**config.mk**
```make
export PLATFORM = sky130hd
export DESIGN_NAME = uart_rx_port
export DESIGN_NICKNAME = d
export VERILOG_FILES = /design/src/rtl/uart_rx_port_pkg.sv /design/src/rtl/uart_rx_port_baud_tick_gen.sv /design/src/rtl/uart_rx_port.sv
export SDC_FILE = /design/constraint.sdc
export NUM_CORES = 1
export LEC_CHECK = 0
export ABC_AREA = 1
export CAP_MARGIN = 25
export CORE_MARGIN = 3
export CORE_UTILIZATION = 51
export DETAILED_ROUTE_END_ITERATION = 16
export GPL_TIMING_DRIVEN = 0
export PLACE_DENSITY = 0.74
export RECOVER_POWER = 50
export SYNTH_ARGS = -nofsm -noshare
export SYNTH_HDL_FRONTEND = slang
export SYNTH_SLANG_ARGS = --single-unit
```
**constraint.sdc**
```tcl
create_clock -name SYS_CLK -period 1.5 [get_ports SYS_CLK]
set_input_delay 0.3 -clock SYS_CLK [delete_from_list [all_inputs] [get_ports SYS_CLK]]
set_output_delay 0.3 -clock SYS_CLK [all_outputs]
set_load 0.02 [all_outputs]
```
**src/rtl/uart_rx_port_pkg.sv**
```systemverilog
// Shared definitions for the UART receive path: FSM state encoding,
// default line parameters and the baud divider calculation.
package uart_rx_port_pkg;

   typedef enum logic [1:0] {
      ST_IDLE  = 2'd0,
      ST_START = 2'd1,
      ST_DATA  = 2'd2,
      ST_STOP  = 2'd3
   } rx_state_t;

   localparam int DEF_CLK_HZ     = 100_000_000;
   localparam int DEF_BAUD       = 115_200;
   localparam int DEF_OVERSAMPLE = 16;

   // Clocks per oversample tick, rounded to nearest.
   function automatic int calc_div(input int clk_hz, input int baud, input int oversample);
      int den;
      den = baud * oversample;
      return (clk_hz + den / 2) / den;
   endfunction

endpackage

```
**src/rtl/uart_rx_port_baud_tick_gen.sv**
```systemverilog
// Oversample tick generator. One-cycle o_tick every DIV clocks while i_en
// is high; the counter sits at 0 while disabled so the first tick lands a
// full DIV clocks after enable.
module baud_tick_gen #(
   parameter int DIV = 54
) (
   input  logic SYS_CLK,
   input  logic SYS_RST,
   input  logic i_en,
   output logic o_tick
);

   localparam int CNT_W = (DIV > 1) ? $clog2(DIV) : 1;
   localparam logic [CNT_W-1:0] RELOAD = CNT_W'(DIV - 1);
   localparam logic [CNT_W-1:0] TERM   = (DIV > 1) ? CNT_W'(1) : '0;

   logic [CNT_W-1:0] cnt;

   // Down-counter: 0 -> reload -> ... -> 1 (terminal) -> 0, DIV states per period.
   always_ff @(posedge SYS_CLK or negedge SYS_RST) begin
      if (!SYS_RST) begin
         cnt <= '0;
      end else if (!i_en) begin
         cnt <= '0;
      end else if (cnt == '0) begin
         cnt <= RELOAD;
      end else begin
         cnt <= cnt - CNT_W'(1);
      end
   end

   assign o_tick = i_en && (cnt == TERM);

endmodule

```
**src/rtl/uart_rx_port.sv**
```systemverilog
// 8N1 serial receiver feeding a polled one-deep holding register.
//
// state    | meaning
// ST_IDLE  | line idle, waiting for a falling edge on rx_s
// ST_START | start bit seen, confirm it is still low at mid-bit
// ST_DATA  | shifting in 8 data bits, LSB first, one per bit period
// ST_STOP  | sampling the stop bit; high accepts the byte, low is a frame error
module uart_rx_port
   import uart_rx_port_pkg::*;
#(
   parameter int CLK_HZ     = DEF_CLK_HZ,
   parameter int BAUD       = DEF_BAUD,
   parameter int OVERSAMPLE = DEF_OVERSAMPLE
) (
   input  logic       SYS_CLK,
   input  logic       SYS_RST,
   input  logic       i_RX,
   input  logic       i_rd,
   output logic [7:0] o_data,
   output logic       o_valid,
   output logic       o_frame_err,
   output logic       o_overrun
);

   localparam int DIV    = calc_div(CLK_HZ, BAUD, OVERSAMPLE);
   localparam int SCNT_W = $clog2(OVERSAMPLE);
   localparam logic [SCNT_W-1:0] MID  = SCNT_W'(OVERSAMPLE / 2 - 1);
   localparam logic [SCNT_W-1:0] LAST = SCNT_W'(OVERSAMPLE - 1);

   logic              rx_meta, rx_s, rx_s_d;
   logic              rx_fall;
   logic              tick;
   rx_state_t         state;
   logic [SCNT_W-1:0] sample_cnt;
   logic [2:0]        bit_cnt;
   logic [7:0]        shift_reg;
   logic              byte_done;
   logic              stop_sample;
   logic              frame_err_set;

   // Two-flop synchronizer plus one delay stage for falling-edge detection.
   always_ff @(posedge SYS_CLK or negedge SYS_RST) begin
      if (!SYS_RST) begin
         rx_meta <= 1'b1;
         rx_s    <= 1'b1;
         rx_s_d  <= 1'b1;
      end else begin
         rx_meta <= i_RX;
         rx_s    <= rx_meta;
         rx_s_d  <= rx_s;
      end
   end

   // An edge, not a low level, arms reception so a held break reports once.
   assign rx_fall = rx_s_d && !rx_s;

   baud_tick_gen #(.DIV(DIV)) u_tick (
      .SYS_CLK (SYS_CLK),
      .SYS_RST (SYS_RST),
      .i_en    (state != ST_IDLE),
      .o_tick  (tick)
   );

   assign stop_sample   = (state == ST_STOP) && tick && (sample_cnt == LAST);
   assign frame_err_set = stop_sample && !rx_s;

   // Deframing FSM; byte_done pulses the cycle after a good stop bit.
   always_ff @(posedge SYS_CLK or negedge SYS_RST) begin
      if (!SYS_RST) begin
         state      <= ST_IDLE;
         sample_cnt <= '0;
         bit_cnt    <= '0;
         shift_reg  <= '0;
         byte_done  <= 1'b0;
      end else begin
         byte_done <= 1'b0;
         case (state)
            ST_IDLE: begin
               if (rx_fall) begin
                  state      <= ST_START;
                  sample_cnt <= '0;
               end
            end
            ST_START: begin
               if (tick) begin
                  if (sample_cnt == MID) begin
                     sample_cnt <= '0;
                     bit_cnt    <= '0;
                     state      <= rx_s ? ST_IDLE : ST_DATA;
                  end else begin
                     sample_cnt <= sample_cnt + SCNT_W'(1);
                  end
               end
            end
            ST_DATA: begin
               if (tick) begin
                  if (sample_cnt == LAST) begin
                     sample_cnt <= '0;
                     shift_reg  <= {rx_s, shift_reg[7:1]};
                     bit_cnt    <= bit_cnt + 3'd1;
                     if (bit_cnt == 3'd7) begin
                        state <= ST_STOP;
                     end
                  end else begin
                     sample_cnt <= sample_cnt + SCNT_W'(1);
                  end
               end
            end
            ST_STOP: begin
               if (tick) begin
                  if (sample_cnt == LAST) begin
                     sample_cnt <= '0;
                     byte_done  <= rx_s;
                     state      <= ST_IDLE;
                  end else begin
                     sample_cnt <= sample_cnt + SCNT_W'(1);
                  end
               end
            end
            default: state <= ST_IDLE;
         endcase
      end
   end

   // Holding register and sticky flags; a read in the acceptance cycle lets
   // the new byte replace the old one without an overrun.
   always_ff @(posedge SYS_CLK or negedge SYS_RST) begin
      if (!SYS_RST) begin
         o_data      <= 8'h00;
         o_valid     <= 1'b0;
         o_frame_err <= 1'b0;
         o_overrun   <= 1'b0;
      end else begin
         if (byte_done) begin
            if (!o_valid || i_rd) begin
               o_data  <= shift_reg;
               o_valid <= 1'b1;
            end
         end else if (i_rd) begin
            o_valid <= 1'b0;
         end

         if (byte_done && o_valid && !i_rd) begin
            o_overrun <= 1'b1;
         end else if (i_rd) begin
            o_overrun <= 1'b0;
         end

         if (frame_err_set) begin
            o_frame_err <= 1'b1;
         end else if (i_rd) begin
            o_frame_err <= 1'b0;
         end
      end
   end

endmodule
```
After elaboration in Yosys (flattened, before gate mapping) --
Cells that the tools add are included.
Storage, ports and cells: bits in writable memories 0, memory bits (read-only) 0, register bits after elaboration 38, memories kept 0, word-level logic and storage cells 89, output and inout port bits 11, bits in latches 0, bits of input ports 4
Operators by class: shifts and indexed selects 0, order comparisons 0, reductions and logical operators 25, multipliers 0, equality and inequality tests 17, muxes and demuxes 31, div/mod/pow operators 0, bitwise logic cells 0, $add $sub $neg 3
Operators by type and width (number):
- 2-to-1 mux 4 bit | 5
- 2-to-1 mux 2 bit | 9
- inequality test 2 bit (second input constant) | 7
- 2-to-1 mux 3 bit | 4
- 2-to-1 mux 6 bit | 2
- case mux 4 bit (3 select lines) | 1
- nonzero test 2 bit | 5
- 2-to-1 mux 1 bit | 8
- case mux 2 bit (4 select lines) | 1
- AND reduction 8 bit | 1
- logical AND 1 bit | 7
- equality test 6 x 1 -> 1 bit (second input constant) | 1
- zero test 6 bit | 1
- inequality test 2 x 1 -> 1 bit (second input constant) | 3
- case mux 3 bit (2 select lines) | 1
- AND reduction 3 bit | 2
- subtractor 6 x 1 -> 6 bit (second input constant) | 1
- AND reduction 5 bit | 1
- adder 4 x 1 -> 4 bit (second input constant) | 1
- equality test 2 bit (second input constant) | 2
- equality test 4 x 3 -> 1 bit (second input constant) | 1
- equality test 4 bit (second input constant) | 1
- AND reduction 2 bit | 2
- adder 3 x 1 -> 3 bit (second input constant) | 1
- 6 further kinds | 8

Logic depth before layout (Yosys ltp) --
word-level depth 6, mapped depth 9

Modules after synthesis --
From an unflattened synthesis, not the netlist that was laid out.
Second synthesis, totals: cells, all modules 179, area, all modules 1742.9 um^2
Modules (own cells, without submodules):
- uart_rx_port | cells each 139, area each 1381.3 um^2, instances 1
- baud_tick_gen | cells each 40, area each 361.6 um^2, instances 1

Least setup slack after synthesis --
Ideal clock, no wire load.
path type flip-flop to flip-flop, start reg sample_cnt[0], end reg shift_reg[7], path buffers 1, setup time 119 ps, setup slack 133 ps, period minus slack after synthesis 1367 ps, required time 1381 ps, cell stages (with the launch flop) 8, data arrival time 1248 ps, cells stage by stage dfrtp_1 ha_1 nand3_2 nor2_4 nand4_4 buf_6 nand2_2 o21ai_2
On the way: longest elaborated chain between the ends 2
RTL lines:
- from (decl) | line uart_rx_port.sv:34 | logic [SCNT_W-1:0] sample_cnt;
- from (signal assigned) | line uart_rx_port.sv:91 | sample_cnt <= sample_cnt + SCNT_W'(1);
- from (signal assigned) | line uart_rx_port.sv:105 | sample_cnt <= sample_cnt + SCNT_W'(1);
- from (signal assigned) | line uart_rx_port.sv:116 | sample_cnt <= sample_cnt + SCNT_W'(1);
- equality test 4 bit | line uart_rx_port.sv:97 | if (sample_cnt == LAST) begin
- AND reduction 3 bit (no line)
- to (signal assigned) | line uart_rx_port.sv:99 | shift_reg <= {rx_s, shift_reg[7:1]};
- to (decl) | line uart_rx_port.sv:36 | logic [7:0] shift_reg;
Every way passes these cells. A chain may end at the register's enable or synchronous reset.

Worst setup path after layout --
start reg u_tick.cnt[1], end reg state[0]
On the way: longest elaborated chain between the ends 4, elaborated cells on any way between the ends 6
RTL lines:
- from (decl) | line uart_rx_port_baud_tick_gen.sv:17 | logic [CNT_W-1:0] cnt;
- from (signal assigned) | line uart_rx_port_baud_tick_gen.sv:28 | cnt <= cnt - CNT_W'(1);
- equality test 6 x 1 -> 1 bit * | line uart_rx_port_baud_tick_gen.sv:32 | assign o_tick = i_en && (cnt == TERM);
- logical AND 1 bit * | line uart_rx_port_baud_tick_gen.sv:32
- inequality test 2 bit (no line)
- AND reduction 8 bit (no line) *
- to (signal assigned) | line uart_rx_port.sv:89 | state <= rx_s ? ST_IDLE : ST_DATA;
- to (decl) | line uart_rx_port.sv:33 | rx_state_t state;
Mark *: on every way between the ends. The rest lies on a longest branch, timed or not.

==> metrics.sh <==
DIEWIDTH_UM=65.0
SYNTH.CELL_AREA_MM2=0.00177
PLACED_CELL_AREA_MM2=0.00196
CRITICAL-PATH-SLOWEST-CELL='sky130_fd_sc_hd__dfrtp_1'
ANTENNA_FIX_CELLS=0
STARTING_UTILIZATION_OF_THE_CORE_AREA_PCT=55.8
CLK_PIN_SLEW_PS=120
POWER_DENSITY_mW_PER_MM2=1540
VIAS_IN_THE_FIRST_GLOBAL_ROUTE=1213
DRT_FIRST_ITER_VIOLATIONS=68
ROOT_BUFFER='sky130_fd_sc_hd__clkbuf_4'
SYNTHESIS.NETS=198
CLK_LATENCY_PS=350
CRIT_FAMILY='simple AND/OR/NAND/NOR gates'
LAYOUT.CELL_AREA.NON_FILLER_MM2=0.00212
CRITICAL_PATH.MAX_FANOUT=7
TRITONCTS='built'
FINAL_ANTENNA_NET_COUNT=0
SLEW_HR_PCT=40.7
TIGHTEST_SLEW_PS=890
FINAL_MIN_PERIOD_OVER_CLOCK_PERIOD_PCT=93.8
LEADING_CELL_TYPES_IN_THE_LAYOUT_FILL_AND_TAPS_EXCLUDED='46 x sky130_fd_sc_hd__nand2_1, 34 x sky130_fd_sc_hd__dfrtp_1, 22 x sky130_fd_sc_hd__inv_1'
MAXIMUM_NUMBER_OF_PINS_ON_ONE_NET_BEFORE_GLOBAL_ROUTE_REPAIR=39
KIND_OF_START_POINT_OF_THE_CRITICAL_PATH='flop'
POWER.INTERNAL_mW=2.09
DP.CELLS=247
PLACE.GP.CONGESTION=0.815
YOSYSWARNINGS=0
RSZ0062_AT_GRT='true'
POWER.IR.VDD_WORST_mV=1.04
NFILLCELLS=267
NETLIST.TOP_CELL.BY_AREA='sky130_fd_sc_hd__dfrtp_1'
CTS-BUFFERS-INSERTED=5
TIMING.FMAX_MHz=711
SETUP_VIOL_COUNT_FINAL=0
LAYOUT.CELLS.NON_FILLER=258
YS_FF_LATCH=38
CTS.HOLD.BUFFERS_ADDED=0
OUTCOME='completed'
WORSTPATHCELLLIST='inv_1 -> ha_2 -> nand4_4 -> nand2_4 -> nand3_1 -> and2_1'
DPL.HPWL_UM=2100
SYNTH.YOSYS.SEQ_AREA_SHARE_PCT=53.8
PLACEMENTROWS=20
DR_VIAS=1298
NETLIST_INSTANCES=189
WORST_SETUP_PATH_END_KIND='flop'
AREA_GROWTH_SYN_TO_LAYOUT_PCT=19.5
PATH_CLASS='flop to flop'
FRACTION_OF_POWER_CONSUMED_BY_SEQUENTIAL_LOGIC_PCT=42.2
CRIT_BUF_INV=1
NETLIST_TOP_CELLS_AREA='sky130_fd_sc_hd__dfrtp_1 49%, sky130_fd_sc_hd__nand2_1 9.7%, sky130_fd_sc_hd__o21ai_2 4.9%'
LAYOUT_COMMONEST_CELL='sky130_fd_sc_hd__nand2_1'
SLOWEST_CELL_DELAY_ON_CRITICAL_PATH_PS=400
GRTUSAGETOTAL_PCT=16.2
DIE_AREA_MM2=0.00422
PWR-SHARE-COMB_PCT=31.2
CLASS_OF_THE_MOST_CRITICAL_HOLD_TIMING_PATH='primary input to asynchronous set/reset pin'
NUMBER_OF_UNIQUE_STANDARD_CELL_TYPES_USED_BY_SYNTHESIS=27
SKEW_PS=9.66
SYNTHESIS.AREA_PER_INSTANCE_UM2=9.39
TOTALNEGATIVESETUPSLACK_PS=0
CP.REQUIRED_PS=1740
GLOBAL_ROUTE_WIRE_LENGTH_BEFORE_REPAIR_UM=5190
CLOCK-SINKS=38
CAP_VIOLATIONS=0
CTS-ROOT-TO-SINK-BUFFERS=2
REPORT.FINAL.SLEW_VIOL_COUNT=0
CRIT_START='u_tick.cnt[1]$_DFF_PN0_'
POST_ROUTE_CELLS_DRIVE_ABOVE_1_SHARE_PCT=21.5
RR_STARTPOINT='u_tick.cnt[1]$_DFF_PN0_'
DATA_ARRIVAL_TIME_OF_THE_CRITICAL_PATH_PS=1650
GLOBALROUTEOVERFLOWTOTAL=0
YOSYSTOPAREACELLSHARE_PCT=49.4
ANTENNA_FOUND_INITIAL=0
DESIGN.FINAL.NETS=222
COREAREA_MM2=0.00318
FINAL_CRITICAL_PERIOD_PS=1410
I_O_PINS=15
HTREE_NUM_LEVELS=2
TIMING_HOLD_VIOLATIONS_FINAL=0
P_SWITCHING_mW=1.18
DRCVIOLATIONCOUNT=0
DIE_Y_UM=65.0
IO_BUFFER_COUNT=14
TOTAL_LEAKAGE_POWER_nW=1.02
DRT-TOTAL-WL_UM=3010
FIRSTDRTPASSITERS=4
PWR-SHARE-CLK_PCT=26.6
P_SW_SHARE_PCT=36.0
ROUTED_WIRE_LENGTH_PER_INSTANCE_UM=11.7
NUMBER_OF_VIAS_PER_CELL=5.03
[path summary, 6_finish.rpt]
kind	to	slack (ps)	cells after the start
hold reg to reg	rx_s$_DFF_PN1_	370	0
max in group asynchronous	asynchronous set/reset pin	840	1
hold / removal	o_data[5]$_DFFE_PN0P_	50	1
setup reg to reg	state[0]$_DFFE_PN0P_	90	6
setup / recovery	state[0]$_DFFE_PN0P_	90	6
min in group SYS_CLK	rx_s$_DFF_PN1_	370	0
[stage by stage]
stage | hold slack [ps] | setup slack (ps) | power, mW | util (%)
2_1_floorplan | 4.41 | 133 | 2.07 | -
3_3_place_gp | 345 | -669 | 2.22 | 62.0
3_5_place_dp | 348 | -120 | 2.27 | 61.8
4_1_cts | 37.8 | 37.0 | 3.19 | 65.3
5_1_grt | 100 | -8.22 | 3.53 | 66.7
6_report | 49.9 | 92.7 | 3.27 | 66.7
[synth_stat cells]
master / n
sky130_fd_sc_hd__ha_1: 5
sky130_fd_sc_hd__inv_2: 2
sky130_fd_sc_hd__or2_2: 1
sky130_fd_sc_hd__nand2_2: 2
sky130_fd_sc_hd__nand2_1: 46
sky130_fd_sc_hd__nor2_1: 9
sky130_fd_sc_hd__mux2_2: 1
sky130_fd_sc_hd__xnor2_1: 1
sky130_fd_sc_hd__and2_1: 1
sky130_fd_sc_hd__nand4_4: 2
sky130_fd_sc_hd__buf_6: 1
sky130_fd_sc_hd__dfstp_2: 3
sky130_fd_sc_hd__o21bai_1: 1
sky130_fd_sc_hd__dfrtp_1: 35
sky130_fd_sc_hd__nand4_1: 2
sky130_fd_sc_hd__nand3_1: 10
sky130_fd_sc_hd__o21ai_0: 16
sky130_fd_sc_hd__nand3_2: 2
sky130_fd_sc_hd__nor3_1: 2
sky130_fd_sc_hd__a21oi_1: 7
sky130_fd_sc_hd__o31ai_1: 1
sky130_fd_sc_hd__o21ai_2: 10
sky130_fd_sc_hd__nand2_4: 1
sky130_fd_sc_hd__nor2_4: 1
sky130_fd_sc_hd__nor2_2: 4
sky130_fd_sc_hd__clkbuf_1: 1
sky130_fd_sc_hd__inv_1: 22
[metal layers]
| layer | part of all wire [%] | track usage [%] | vias up |
|---|---|---|---|
| met2 | 47 | 25.5 | 24 |
| li1 | - | - | 662 |
| met1 | 46 | 19.9 | 608 |
| met3 | 5.3 | 5.72 | 4 |
| met4 | 1.8 | 7.12 | 0 |
| met5 | 0 | 0 | - |
[kinds of logic after synthesis]
| logic type | synth area share, % |
|---|---|
| compound gates | 12.3 |
| xor+xnor | 0.494 |
| fa+ha+maj | 3.53 |
| mux | 0.635 |
| simple gates | 23.3 |
| flops | 53.8 |
| buf+inv | 5.92 |
[power groups by stage]
stage / Sequential, mW / Combinational, mW / Clock [mW]
final: 1.38 / 1.02 / 0.868
after global routing: 1.40 / 1.18 / 0.950
after CTS: 1.34 / 0.957 / 0.892
after detailed placement: 1.37 / 0.905 / 0
after global placement: 1.36 / 0.864 / 0
after floorplan: 1.33 / 0.740 / 0
[layout make-up]
type	count	area, µm²	share of cell area [%]
Buffer	2	15.0	0.708
Clock buffer	5	37.5	1.77
Clock inverter	3	68.8	3.24
Inverter	24	90.1	4.25
Multi-Input combinational cell	125	754	35.6
Sequential cell	38	956	45.1
Tap cell	44	55.1	2.60
Timing Repair Buffer	17	144	6.78
[what timing repair did]
| item | CTS | global route |
|---|---|---|
| setup buffers | 2 | 1 |
| pin swaps | 0 | 0 |
| gates resized for setup | 12 | 8 |
| endpoints found under the hold margin | 0 | 0 |
| endpoints found under the setup margin | 20 | 13 |
(Power assumes the default switching activity.)
